==> src/rtl/seg7_pkg.sv <==
// Shared constants for the seven-segment scan driver: segment bit positions,
// the hex glyph table and the pin polarity helper.
package seg7_pkg;

    localparam int SEG_A = 0;
    localparam int SEG_B = 1;
    localparam int SEG_C = 2;
    localparam int SEG_D = 3;
    localparam int SEG_E = 4;
    localparam int SEG_F = 5;
    localparam int SEG_G = 6;

    // Active-high glyphs indexed by nibble; bit SEG_A is bit 0, SEG_G is bit 6.
    localparam logic [6:0] SEG_LUT [16] = '{
        7'h3F, 7'h06, 7'h5B, 7'h4F, 7'h66, 7'h6D, 7'h7D, 7'h07,
        7'h7F, 7'h6F, 7'h77, 7'h7C, 7'h39, 7'h5E, 7'h79, 7'h71
    };

    function automatic logic pin_level(input logic lit, input logic active_low);
        return lit ^ active_low;
    endfunction

endpackage

==> src/rtl/hex7seg_decode.sv <==
// Combinational hex nibble to active-high a..g segment decode.
module hex7seg_decode
    import seg7_pkg::*;
(
    input  logic [3:0] nibble,
    output logic [6:0] seg
);

    logic [6:0] row;

    always_comb begin
        row        = SEG_LUT[nibble];
        seg        = '0;
        seg[SEG_A] = row[SEG_A];
        seg[SEG_B] = row[SEG_B];
        seg[SEG_C] = row[SEG_C];
        seg[SEG_D] = row[SEG_D];
        seg[SEG_E] = row[SEG_E];
        seg[SEG_F] = row[SEG_F];
        seg[SEG_G] = row[SEG_G];
    end

endmodule

==> src/rtl/seg7_scan_driver.sv <==
// Time-multiplexed seven-segment driver with frame-synchronous double buffering,
// blanking, decimal points and leading-zero suppression.
module seg7_scan_driver
    import seg7_pkg::*;
#(
    parameter int NUM_DIGITS     = 4,
    parameter int CLK_DIV        = 50000,
    parameter int SEG_ACTIVE_LOW = 1,
    parameter int DIG_ACTIVE_LOW = 1
) (
    input  logic                    clk,
    input  logic                    rst_n,
    input  logic                    load,
    input  logic [4*NUM_DIGITS-1:0] value,
    input  logic [NUM_DIGITS-1:0]   dp_in,
    input  logic [NUM_DIGITS-1:0]   blank_in,
    input  logic                    lz_en,
    output logic [6:0]              seg,
    output logic                    dp,
    output logic [NUM_DIGITS-1:0]   dig_en,
    output logic                    frame_done
);

    localparam int IDX_W = (NUM_DIGITS > 1) ? $clog2(NUM_DIGITS) : 1;
    localparam int PRE_W = $clog2(CLK_DIV);
    localparam logic [PRE_W-1:0] PRE_LAST = PRE_W'(CLK_DIV - 1);
    localparam logic [IDX_W-1:0] IDX_LAST = IDX_W'(NUM_DIGITS - 1);
    localparam logic SEG_AL = (SEG_ACTIVE_LOW != 0);
    localparam logic DIG_AL = (DIG_ACTIVE_LOW != 0);

    logic [PRE_W-1:0]        pre_reg, pre_next;
    logic [IDX_W-1:0]        idx_reg, idx_next;
    logic [4*NUM_DIGITS-1:0] act_value_reg, pend_value_reg, view_value;
    logic [NUM_DIGITS-1:0]   act_dp_reg, pend_dp_reg, view_dp;
    logic [NUM_DIGITS-1:0]   act_blank_reg, pend_blank_reg, view_blank;
    logic                    pend_valid_reg;
    logic                    tc, wrap, slot_gap;

    logic [6:0]              seg_reg, seg_next;
    logic                    dp_reg, dp_next;
    logic [NUM_DIGITS-1:0]   dig_en_reg, dig_en_next;
    logic                    frame_done_reg;

    always_comb begin
        tc       = (pre_reg == PRE_LAST);
        wrap     = tc && (idx_reg == IDX_LAST);
        pre_next = tc ? '0 : pre_reg + PRE_W'(1);
        if (!tc) begin
            idx_next = idx_reg;
        end else if (wrap) begin
            idx_next = '0;
        end else begin
            idx_next = idx_reg + IDX_W'(1);
        end
        // The output register looks one cycle ahead, so the TC cycle goes dark.
        slot_gap = (pre_next == PRE_LAST);
    end

    // Contents of the active buffer as they will be after this edge; lets a
    // load or pending swap at the frame boundary show on digit 0 immediately.
    always_comb begin
        view_value = act_value_reg;
        view_dp    = act_dp_reg;
        view_blank = act_blank_reg;
        if (wrap && load) begin
            view_value = value;
            view_dp    = dp_in;
            view_blank = blank_in;
        end else if (wrap && pend_valid_reg) begin
            view_value = pend_value_reg;
            view_dp    = pend_dp_reg;
            view_blank = pend_blank_reg;
        end
    end

    logic [NUM_DIGITS-1:0] zero_or_blank, dark;

    genvar gi;
    generate
        for (gi = 0; gi < NUM_DIGITS; gi++) begin : g_digit
            logic nib_zero, upper_clear;
            assign nib_zero          = (view_value[4*gi +: 4] == 4'h0);
            assign zero_or_blank[gi] = nib_zero || view_blank[gi];
            // Zero here and nothing visible above means this is a leading zero.
            always_comb begin
                upper_clear = 1'b1;
                for (int j = gi; j < NUM_DIGITS; j++) begin
                    upper_clear = upper_clear & zero_or_blank[j];
                end
            end
            assign dark[gi] = view_blank[gi] || (lz_en && (gi != 0) && nib_zero && upper_clear);
        end
    endgenerate

    logic [3:0] sel_nib;
    logic [6:0] sel_seg;
    logic       sel_dark, sel_dp;

    assign sel_nib  = view_value[4*idx_next +: 4];
    assign sel_dark = dark[idx_next];
    assign sel_dp   = view_dp[idx_next] && !view_blank[idx_next];

    hex7seg_decode u_decode (
        .nibble (sel_nib),
        .seg    (sel_seg)
    );

    generate
        for (gi = 0; gi < 7; gi++) begin : g_seg_pin
            assign seg_next[gi] = pin_level(!slot_gap && !sel_dark && sel_seg[gi], SEG_AL);
        end
        for (gi = 0; gi < NUM_DIGITS; gi++) begin : g_dig_pin
            assign dig_en_next[gi] = pin_level(!slot_gap && (idx_next == IDX_W'(gi)), DIG_AL);
        end
    endgenerate

    assign dp_next = pin_level(!slot_gap && sel_dp, SEG_AL);

    always_ff @(posedge clk or negedge rst_n) begin
        if (!rst_n) begin
            pre_reg        <= '0;
            idx_reg        <= '0;
            act_value_reg  <= '0;
            act_dp_reg     <= '0;
            act_blank_reg  <= '0;
            pend_value_reg <= '0;
            pend_dp_reg    <= '0;
            pend_blank_reg <= '0;
            pend_valid_reg <= 1'b0;
            seg_reg        <= {7{pin_level(1'b0, SEG_AL)}};
            dp_reg         <= pin_level(1'b0, SEG_AL);
            dig_en_reg     <= {NUM_DIGITS{pin_level(1'b0, DIG_AL)}};
            frame_done_reg <= 1'b0;
        end else begin
            pre_reg <= pre_next;
            idx_reg <= idx_next;
            if (wrap) begin
                act_value_reg  <= view_value;
                act_dp_reg     <= view_dp;
                act_blank_reg  <= view_blank;
                pend_valid_reg <= 1'b0;
            end else if (load) begin
                pend_value_reg <= value;
                pend_dp_reg    <= dp_in;
                pend_blank_reg <= blank_in;
                pend_valid_reg <= 1'b1;
            end
            seg_reg        <= seg_next;
            dp_reg         <= dp_next;
            dig_en_reg     <= dig_en_next;
            frame_done_reg <= wrap;
        end
    end

    assign seg        = seg_reg;
    assign dp         = dp_reg;
    assign dig_en     = dig_en_reg;
    assign frame_done = frame_done_reg;

endmodule
==> config.mk <==
export PLATFORM = sky130hd
export DESIGN_NAME = seg7_scan_driver
export DESIGN_NICKNAME = d
export VERILOG_FILES = /design/src/rtl/seg7_pkg.sv /design/src/rtl/hex7seg_decode.sv /design/src/rtl/seg7_scan_driver.sv
export SDC_FILE = /design/constraint.sdc
export NUM_CORES = 1
export LEC_CHECK = 0
export BUFFER_PORTS_ARGS = -buffer_cell sky130_fd_sc_hd__buf_2
export CORE_UTILIZATION = 30
export CTS_CLUSTER_SIZE = 14
export DETAILED_ROUTE_END_ITERATION = 8
export GPL_TIMING_DRIVEN = 0
export PLACE_DENSITY = 0.47
export SYNTH_ARGS = -nofsm -noshare
export SYNTH_HDL_FRONTEND = slang
export SYNTH_HIERARCHICAL = 1
export SYNTH_SLANG_ARGS = --single-unit
==> constraint.sdc <==
create_clock -name clk -period 4.4 [get_ports clk]
set_input_delay 0.88 -clock clk [delete_from_list [all_inputs] [get_ports clk]]
set_output_delay 0.88 -clock clk [all_outputs]
set_load 0.01 [all_outputs]
==> metrics, run 1 <==
run status completed; total negative slack 0 ps; count of maximum capacitance violations 0; syn_nets 464; synthesis-stage register bit count 80; cell area power density 301 nW/um^2; number of slew-limit violations in the final report 0; sum of met2 wire segment lengths after detailed routing 5.10 mm; crit-path cells ha_1, and3_1, buf_4, and2_4, buf_6, mux2i_1, buf_2, clkbuf_1, a211oi_1, a31oi_2, inv_1, ha_1, mux4_1, nand3_1; final global-route overflow total 0; quantity of hold-fixing buffers added after cts 0; Top delay family on crit path buffers and inverters; largest voltage drop on the vdd net 0.194 mV; maximum number of buffers from clock root to sink 2; ratio of cells with drive above 1 in the final layout 28.5%; final net count 516; min cycle time layout 4090 ps; pin count of the biggest net entering global routing 69; peak per-stage delay on the critical path 500 ps; classification of the worst-slack hold path input pin to async pin; number of cells produced by synthesis 427; Cell Count, Final, Fillers Out 664; number of DRC violations after detailed routing 0; ANT cells 0; Inst Count DP 648; initial antenna violation count 0; initial detailed-routing violation count 164; count of buffering cells on the critical path with inverters included 5; remaining number of nets flagged by the antenna check after routing 0; logic depth of the worst path, buffers included 14; Row Count 43; part of the Yosys area used for sequential elements 46.4%; final worst path period share 93.0%; global-route total usage across every layer 16.7%; Yosys warnings 6; cell with the largest stage delay on the worst path sky130_fd_sc_hd__mux4_1; via count of the first global-routing pass 3,384; cell at the root of the clock tree sky130_fd_sc_hd__clkbuf_16; Pleak 2.27 nW; clk_skew 8.13 ps; data arrival time of the critical path 4370 ps; TritonRoute pass-1 iters 4; RSZ-0062 raised after global routing false; total detailed-routing wirelength 11.4 mm; number of endpoints with negative hold slack in the final report 0; met3 wirelength from detailed routing 433 um; unique cell type count in the Yosys netlist 68; cell occurring most often along the worst timing path sky130_fd_sc_hd__ha_1; Worst setup EP type flop; share of flip-flops with an asynchronous set or reset after synthesis 100%; CTS tree built; core outline area 14,000 um^2; clk_lat worst skew 350 ps; RD Place Congestion 0.807; maximum clock frequency 244 MHz; vias per cell 5.09; Worst EP required 4680 ps; total standard cell area after synthesis 4350 um^2; Die X-Extent 122 um; number of setup violations in the final report 0; post-detailed-placement half-perimeter wirelength 8.01 mm; total CTS buffers 9; maximum fanout along the worst path 10; Avg WL per Cell 17.2 um; Vert. Die Dim 122 um; number of synthesized flops with an enable pin 0; Starting Density 31.1%; worst rel slew slack 55.4%; clock-pin slew on the worst setup and hold paths 60 ps; Highest Signal Layer met4; Total Die Area 15,000 um^2; count of input and output buffers 40; Power Total 0.00153 W; average cell area after synthesis 10.2 um^2; main flop type after synthesis sky130_fd_sc_hd__dfrtp_1; wire length of the first global-routing pass 18.5 mm; CTS-repair resized insts 0; Sink Count 80; Setup Buffers After CTS 0; met1 routed wirelength after detailed routing 5.48 mm; slew at the pin closest to its max-slew limit 664 ps; area growth from synthesis to layout 16.6%; I/O Pins 41; detailed-route via count 3,380; category of the critical setup timing path flop to flop; fill count 1,436; CP startpoint kind flop; H-tree levels 3; Reg2Reg Setup Slack 310 ps; number of cells on the worst reg-to-reg path 14
## worst register-to-register path, stage by stage (launching register included)
cell and delay (ps):
sky130_fd_sc_hd__dfrtp_1 410, sky130_fd_sc_hd__ha_1 220, sky130_fd_sc_hd__and3_1 190, sky130_fd_sc_hd__buf_4 190, sky130_fd_sc_hd__and2_4 180, sky130_fd_sc_hd__buf_6 150
sky130_fd_sc_hd__mux2i_1 330, sky130_fd_sc_hd__buf_2 300, sky130_fd_sc_hd__clkbuf_1 430, sky130_fd_sc_hd__a211oi_1 210, sky130_fd_sc_hd__a31oi_2 340, sky130_fd_sc_hd__inv_1 160
sky130_fd_sc_hd__ha_1 330, sky130_fd_sc_hd__mux4_1 500, sky130_fd_sc_hd__nand3_1 90
## power breakdown
part	switching (W)	internal [W]
combinational	0.0000453	0.0000385
sequential	0.0000108	0.000759
clock	0.000291	0.000383
total	0.000347	0.00118
## placed cells by master (no fill, tap or decap), types with 9 or more instances in the layout
master and instances:
sky130_fd_sc_hd__mux2_2 26, sky130_fd_sc_hd__nand3b_1 10, sky130_fd_sc_hd__buf_2 48, sky130_fd_sc_hd__dfrtp_1 68, sky130_fd_sc_hd__dfstp_2 12, sky130_fd_sc_hd__o22ai_1 19, sky130_fd_sc_hd__nand3_1 18, sky130_fd_sc_hd__clkbuf_16 9
sky130_fd_sc_hd__ha_1 9, sky130_fd_sc_hd__nor3_1 10, sky130_fd_sc_hd__nor2_1 37, sky130_fd_sc_hd__a21oi_1 23, sky130_fd_sc_hd__nand2_1 26, sky130_fd_sc_hd__xor2_1 11, sky130_fd_sc_hd__o21ai_0 12, sky130_fd_sc_hd__clkbuf_1 14
sky130_fd_sc_hd__inv_1 23
## layout make-up
| type | count | area [um^2] | share of cell area [%] |
|---|---|---|---|
| multi-input cells | 294 | 2080 | 41.1 |
| plain buffers | 27 | 166 | 3.28 |
| well taps | 180 | 225 | 4.44 |
| clock inverters | 1 | 5.00 | 0.0987 |
| inverters | 26 | 97.6 | 1.92 |
| clock buffers | 15 | 248 | 4.89 |
| repair buffers | 41 | 230 | 4.54 |
| flip-flops and latches | 80 | 2020 | 39.8 |
## per-stage QoR
step	setup WS (ps)	hold slack, ps	area (um^2)	utilization [%]
after detailed placement	178	485	4810	34.4
after CTS	152	377	5060	36.2
after global routing	41.1	389	5070	36.3
after global placement	189	480	4780	34.1
after floorplan	922	470	4350	-
final	309	380	5070	36.3
## metal layers
layer  GRT usage, %  vias up
li1               -     1636
met1           22.8     1658
met2           24.9       64
met3           2.56       22
met4           9.76        0
met5              0        -
## synthesized netlist by cell type (2+ instances only)
master,count,area [um^2]
sky130_fd_sc_hd__dfrtp_1,68,1700
sky130_fd_sc_hd__nor2_1,37,139
sky130_fd_sc_hd__mux2_2,26,293
sky130_fd_sc_hd__nand2_1,26,97.6
sky130_fd_sc_hd__a21oi_1,23,115
sky130_fd_sc_hd__inv_1,23,86.3
sky130_fd_sc_hd__o22ai_1,19,119
sky130_fd_sc_hd__nand3_1,18,90.1
sky130_fd_sc_hd__dfstp_2,12,315
sky130_fd_sc_hd__o21ai_0,12,60.1
sky130_fd_sc_hd__xor2_1,11,96.3
sky130_fd_sc_hd__nand3b_1,10,75.1
sky130_fd_sc_hd__nor3_1,10,50.1
sky130_fd_sc_hd__buf_2,9,45.0
sky130_fd_sc_hd__ha_1,9,113
sky130_fd_sc_hd__clkbuf_1,8,30.0
sky130_fd_sc_hd__a31oi_1,7,43.8
sky130_fd_sc_hd__and3_1,7,43.8
sky130_fd_sc_hd__a31o_2,6,52.6
sky130_fd_sc_hd__buf_6,6,67.6
sky130_fd_sc_hd__mux2i_1,6,60.1
sky130_fd_sc_hd__a41oi_1,5,43.8
sky130_fd_sc_hd__a211oi_1,4,30.0
sky130_fd_sc_hd__nand2b_1,4,25.0
sky130_fd_sc_hd__nand4_1,4,25.0
sky130_fd_sc_hd__xnor2_1,4,35.0
sky130_fd_sc_hd__nor2b_1,3,18.8
sky130_fd_sc_hd__nor4_1,3,18.8
sky130_fd_sc_hd__a2111oi_2,2,30.0
sky130_fd_sc_hd__and2_1,2,12.5
sky130_fd_sc_hd__buf_4,2,15.0
sky130_fd_sc_hd__inv_2,2,7.51
sky130_fd_sc_hd__o21ai_2,2,17.5
sky130_fd_sc_hd__o22a_1,2,17.5
sky130_fd_sc_hd__o22ai_2,2,25.0
## cell families (layout without fill, tap and decap cells)
group / after synthesis / after routing / share of synthesized area (%)
AOI/OAI and AO/OA: 96 / 96 / 15.6
buffers and inverters: 53 / 110 / 6.07
and+or+nand+nor: 139 / 139 / 17.0
DFF: 80 / 80 / 46.4
xor gates and xnor gates: 15 / 15 / 3.02
adders and majority gates: 9 / 9 / 2.59
muxes: 35 / 35 / 9.38
## final timing paths
check / startpoint / endpoint
min in group clk: pend_value_reg[0]$_DFFE_PN0P_ / pend_value_reg[0]$_DFFE_PN0P_
hold reg to reg: pend_value_reg[0]$_DFFE_PN0P_ / pend_value_reg[0]$_DFFE_PN0P_
setup reg to reg: pre_reg[0]$_DFF_PN0_ / seg[3]$_DFF_PN1_
hold / removal: rst_n / pend_blank_reg[0]$_DFFE_PN0P_
setup / recovery: pre_reg[0]$_DFF_PN0_ / seg[3]$_DFF_PN1_
max in group asynchronous: rst_n / dig_en[1]$_DFF_PN1_
Power figures use the tool's default switching activity.
==> inputs of run 2 (changes only) <==
--- a/config.mk
+++ b/config.mk
@@ -11,6 +11,7 @@
 export DETAILED_ROUTE_END_ITERATION = 8
 export GPL_TIMING_DRIVEN = 0
 export PLACE_DENSITY = 0.47
+export REMOVE_ABC_BUFFERS = 1
 export SYNTH_ARGS = -nofsm -noshare
 export SYNTH_HDL_FRONTEND = slang
 export SYNTH_HIERARCHICAL = 1
==> run 2 against run 1 <==
Effect of this change:
- non-clock buffer count shrank 25
- clock power up 7.1%
- highest routed layer unchanged
- sequential power barely moved
- sequential share of layout area up 0.77 points
- global-route usage fell by 1.2 points
- clock-buffer cell count is 3 lower
- register-to-register slack improved by 130 ps
- critical path type unchanged
==> metrics, run 2 (synthesis results as in run 1) <==
run status completed; number of endpoints with negative hold slack in the final report 0 (unchanged); quantity of hold-fixing buffers added after cts 0 (unchanged); Reg2Reg Setup Slack 440 ps (+130 ps); Pleak 2.20 nW (-2.7%); RD Place Congestion 0.766 (-5.1%); end-of-flow core utilization 35.6% (-0.69 points); total detailed-routing wirelength 10.4 mm (-8.6%); number of setup violations in the final report 0 (unchanged); ratio of cells with drive above 1 in the final layout 27.5% (-1.1 points); initial antenna violation count 0 (unchanged); global-route total usage across every layer 15.5% (-1.2 points); vias per cell 5.21 (+2.4%); Worst setup EP type flop; total negative slack 0 ps (unchanged); Cell Count, Final, Fillers Out 639 (-3.8%); via count of the first global-routing pass 3,334 (-1.5%); clock-pin slew on the worst setup and hold paths 60 ps (about the same); core outline area 14,000 um^2 (unchanged); clock share of power 45.9% (+1.8 points); Top delay family on crit path multiplexers; maximum clock frequency 253 MHz (+3.4%); source of the worst register-to-register timing path pre_reg[0]$_DFF_PN0_; cell area power density 316 nW/um^2 (+5.0%); Sink Count 80 (unchanged); largest voltage drop on the vdd net 0.211 mV (+9.0%); pin count of the biggest net entering global routing 64 (-7.2%); cell with the largest stage delay on the worst path sky130_fd_sc_hd__mux2i_2; detailed-route via count 3,330 (-1.5%); sum of met2 wire segment lengths after detailed routing 4.84 mm (-5.0%); Highest Signal Layer met4; number of slew-limit violations in the final report 0 (unchanged); most frequent cells in the layout sky130_fd_sc_hd__dfrtp_1 (68), sky130_fd_sc_hd__buf_2 (39), sky130_fd_sc_hd__nor2_1 (37), sky130_fd_sc_hd__nand2_1 (26), sky130_fd_sc_hd__mux2_2 (26); crit path to seg[3]$_DFF_PN1_; combinational group share of total power 5.2% (-0.3 points); classification of the worst-slack hold path input pin to async pin; clk_lat worst skew 340 ps (about the same); fill count 1,411 (-1.7%); count of maximum capacitance violations 0 (unchanged); Setup Buffers After CTS 0 (unchanged); TritonRoute pass-1 iters 4 (unchanged); met1 routed wirelength after detailed routing 5.01 mm (-8.6%); slew at the pin closest to its max-slew limit 1180 ps (+518 ps); final worst path period share 90.0% (-3.0 points); worst rel slew slack 21.0% (-34 points); Row Count 43 (unchanged); number of DRC violations after detailed routing 0 (unchanged); final global-route overflow total 0 (unchanged); area growth from synthesis to layout 14.4%; wire length of the first global-routing pass 17.5 mm (-5.3%); switching pwr 0.000339 W (-2.4%); Starting Density 31.1% (unchanged); final net count 491 (-4.8%); Total Die Area 15,000 um^2 (unchanged); Worst EP required 4670 ps (about the same); Worst Hold Slack 416 ps (+35.8 ps); cell occurring most often along the worst timing path sky130_fd_sc_hd__ha_1; CTS-repair resized insts 0 (unchanged); total CTS buffers 9 (unchanged); start point of the critical path pre_reg[0]$_DFF_PN0_; worst r2r dst seg[3]$_DFF_PN1_; Inst Count DP 623 (-3.9%); count of buffering cells on the critical path with inverters included 2 (-3); part of the total power dissipated in sequential elements 48.9% (-1.5 points); cell at the root of the clock tree sky130_fd_sc_hd__clkbuf_16; H-tree levels 3 (unchanged); logic depth of the worst path, buffers included 11 (-3); CTS tree built; Avg WL per Cell 16.3 um (-5.0%); maximum fanout along the worst path 13 (+3); RSZ-0062 raised after global routing false; internal power 0.00123 W (+4.6%); Switching Share 21.5% (-1.2 points); maximum number of buffers from clock root to sink 2 (unchanged); initial detailed-routing violation count 182 (+11%); Power Total 0.00157 W (+3.0%); data arrival time of the critical path 4230 ps (-140 ps); ANT cells 0 (unchanged); met3 wirelength from detailed routing 473 um (+9.2%); I/O Pins 41 (unchanged); most common library cell in the layout ignoring fill and taps sky130_fd_sc_hd__dfrtp_1; post-detailed-placement half-perimeter wirelength 7.07 mm (-12%); category of the critical setup timing path flop to flop; remaining number of nets flagged by the antenna check after routing 0 (unchanged); count of input and output buffers 40 (unchanged); number of cells on the worst reg-to-reg path 11 (-3); CP startpoint kind flop; Vert. Die Dim 122 um (unchanged); peak per-stage delay on the critical path 570 ps (+70 ps); crit-path cells ha_1, and3_1, and2_4, mux2i_2, buf_6, a211oi_1, a31oi_1, inv_1, ha_1, mux4_1, nand3_1; min cycle time layout 3960 ps (-133 ps); Die X-Extent 122 um (unchanged); clk_skew 5.29 ps (-2.84 ps)
## run 2: cell count changes in the layout (fill, tap and decap cells not counted), sizes merged
cell / previous run / this run
buf: 59 / 43
clkbuf: 24 / 12
clkinv: 2 / 4
bufinv: 0 / 1
## run 2: worst min-delay path by stage
stage / startpoint / endpoint / slack, ps / cells past startpoint
6_report: rst_n / pre_reg[8]$_DFF_PN0_ / 420 / 1
2_1_floorplan: pend_value_reg[0]$_DFFE_PN0P_ / pend_value_reg[0]$_DFFE_PN0P_ / 470 / 1
3_5_place_dp: pend_value_reg[3]$_DFFE_PN0P_ / pend_value_reg[3]$_DFFE_PN0P_ / 490 / 1
5_1_grt: rst_n / pre_reg[3]$_DFF_PN0_ / 430 / 1
4_1_cts: rst_n / pre_reg[3]$_DFF_PN0_ / 410 / 1
3_3_place_gp: pend_value_reg[0]$_DFFE_PN0P_ / pend_value_reg[0]$_DFFE_PN0P_ / 480 / 1
## run 2: layer usage
layer	vias to the layer above	track usage, %
met5	-	0
met4	0	3.66
met3	7	3.90
met2	67	24.6
met1	1673	21.1
li1	1583	-
## run 2: cell type report
class	count	area, um^2	share of cell area (%)
clock buffer	12	236	4.75
multi-input combinational	294	2080	41.9
clock inverter	4	45.0	0.905
timing repair buffer	43	269	5.41
inverter	26	97.6	1.96
tap	180	225	4.53
sequential	80	2020	40.5
## run 2: power by group through the flow
stage | logic, W | registers [W] | clock network (W)
5_1_grt | 0.0000925 | 0.000771 | 0.000772
4_1_cts | 0.0000844 | 0.000768 | 0.000748
3_5_place_dp | 0.0000844 | 0.000781 | 0
2_1_floorplan | 0.0000374 | 0.000778 | 0
6_report | 0.0000812 | 0.000769 | 0.000722
3_3_place_gp | 0.0000788 | 0.000780 | 0
## run 2: per-stage QoR
step           cell area (um^2)  setup WS [ps]
5_1_grt                    4970            102
3_5_place_dp               4680           17.4
2_1_floorplan              4180            460
4_1_cts                    4960           8.42
6_report                   4970            442
3_3_place_gp               4610           -696
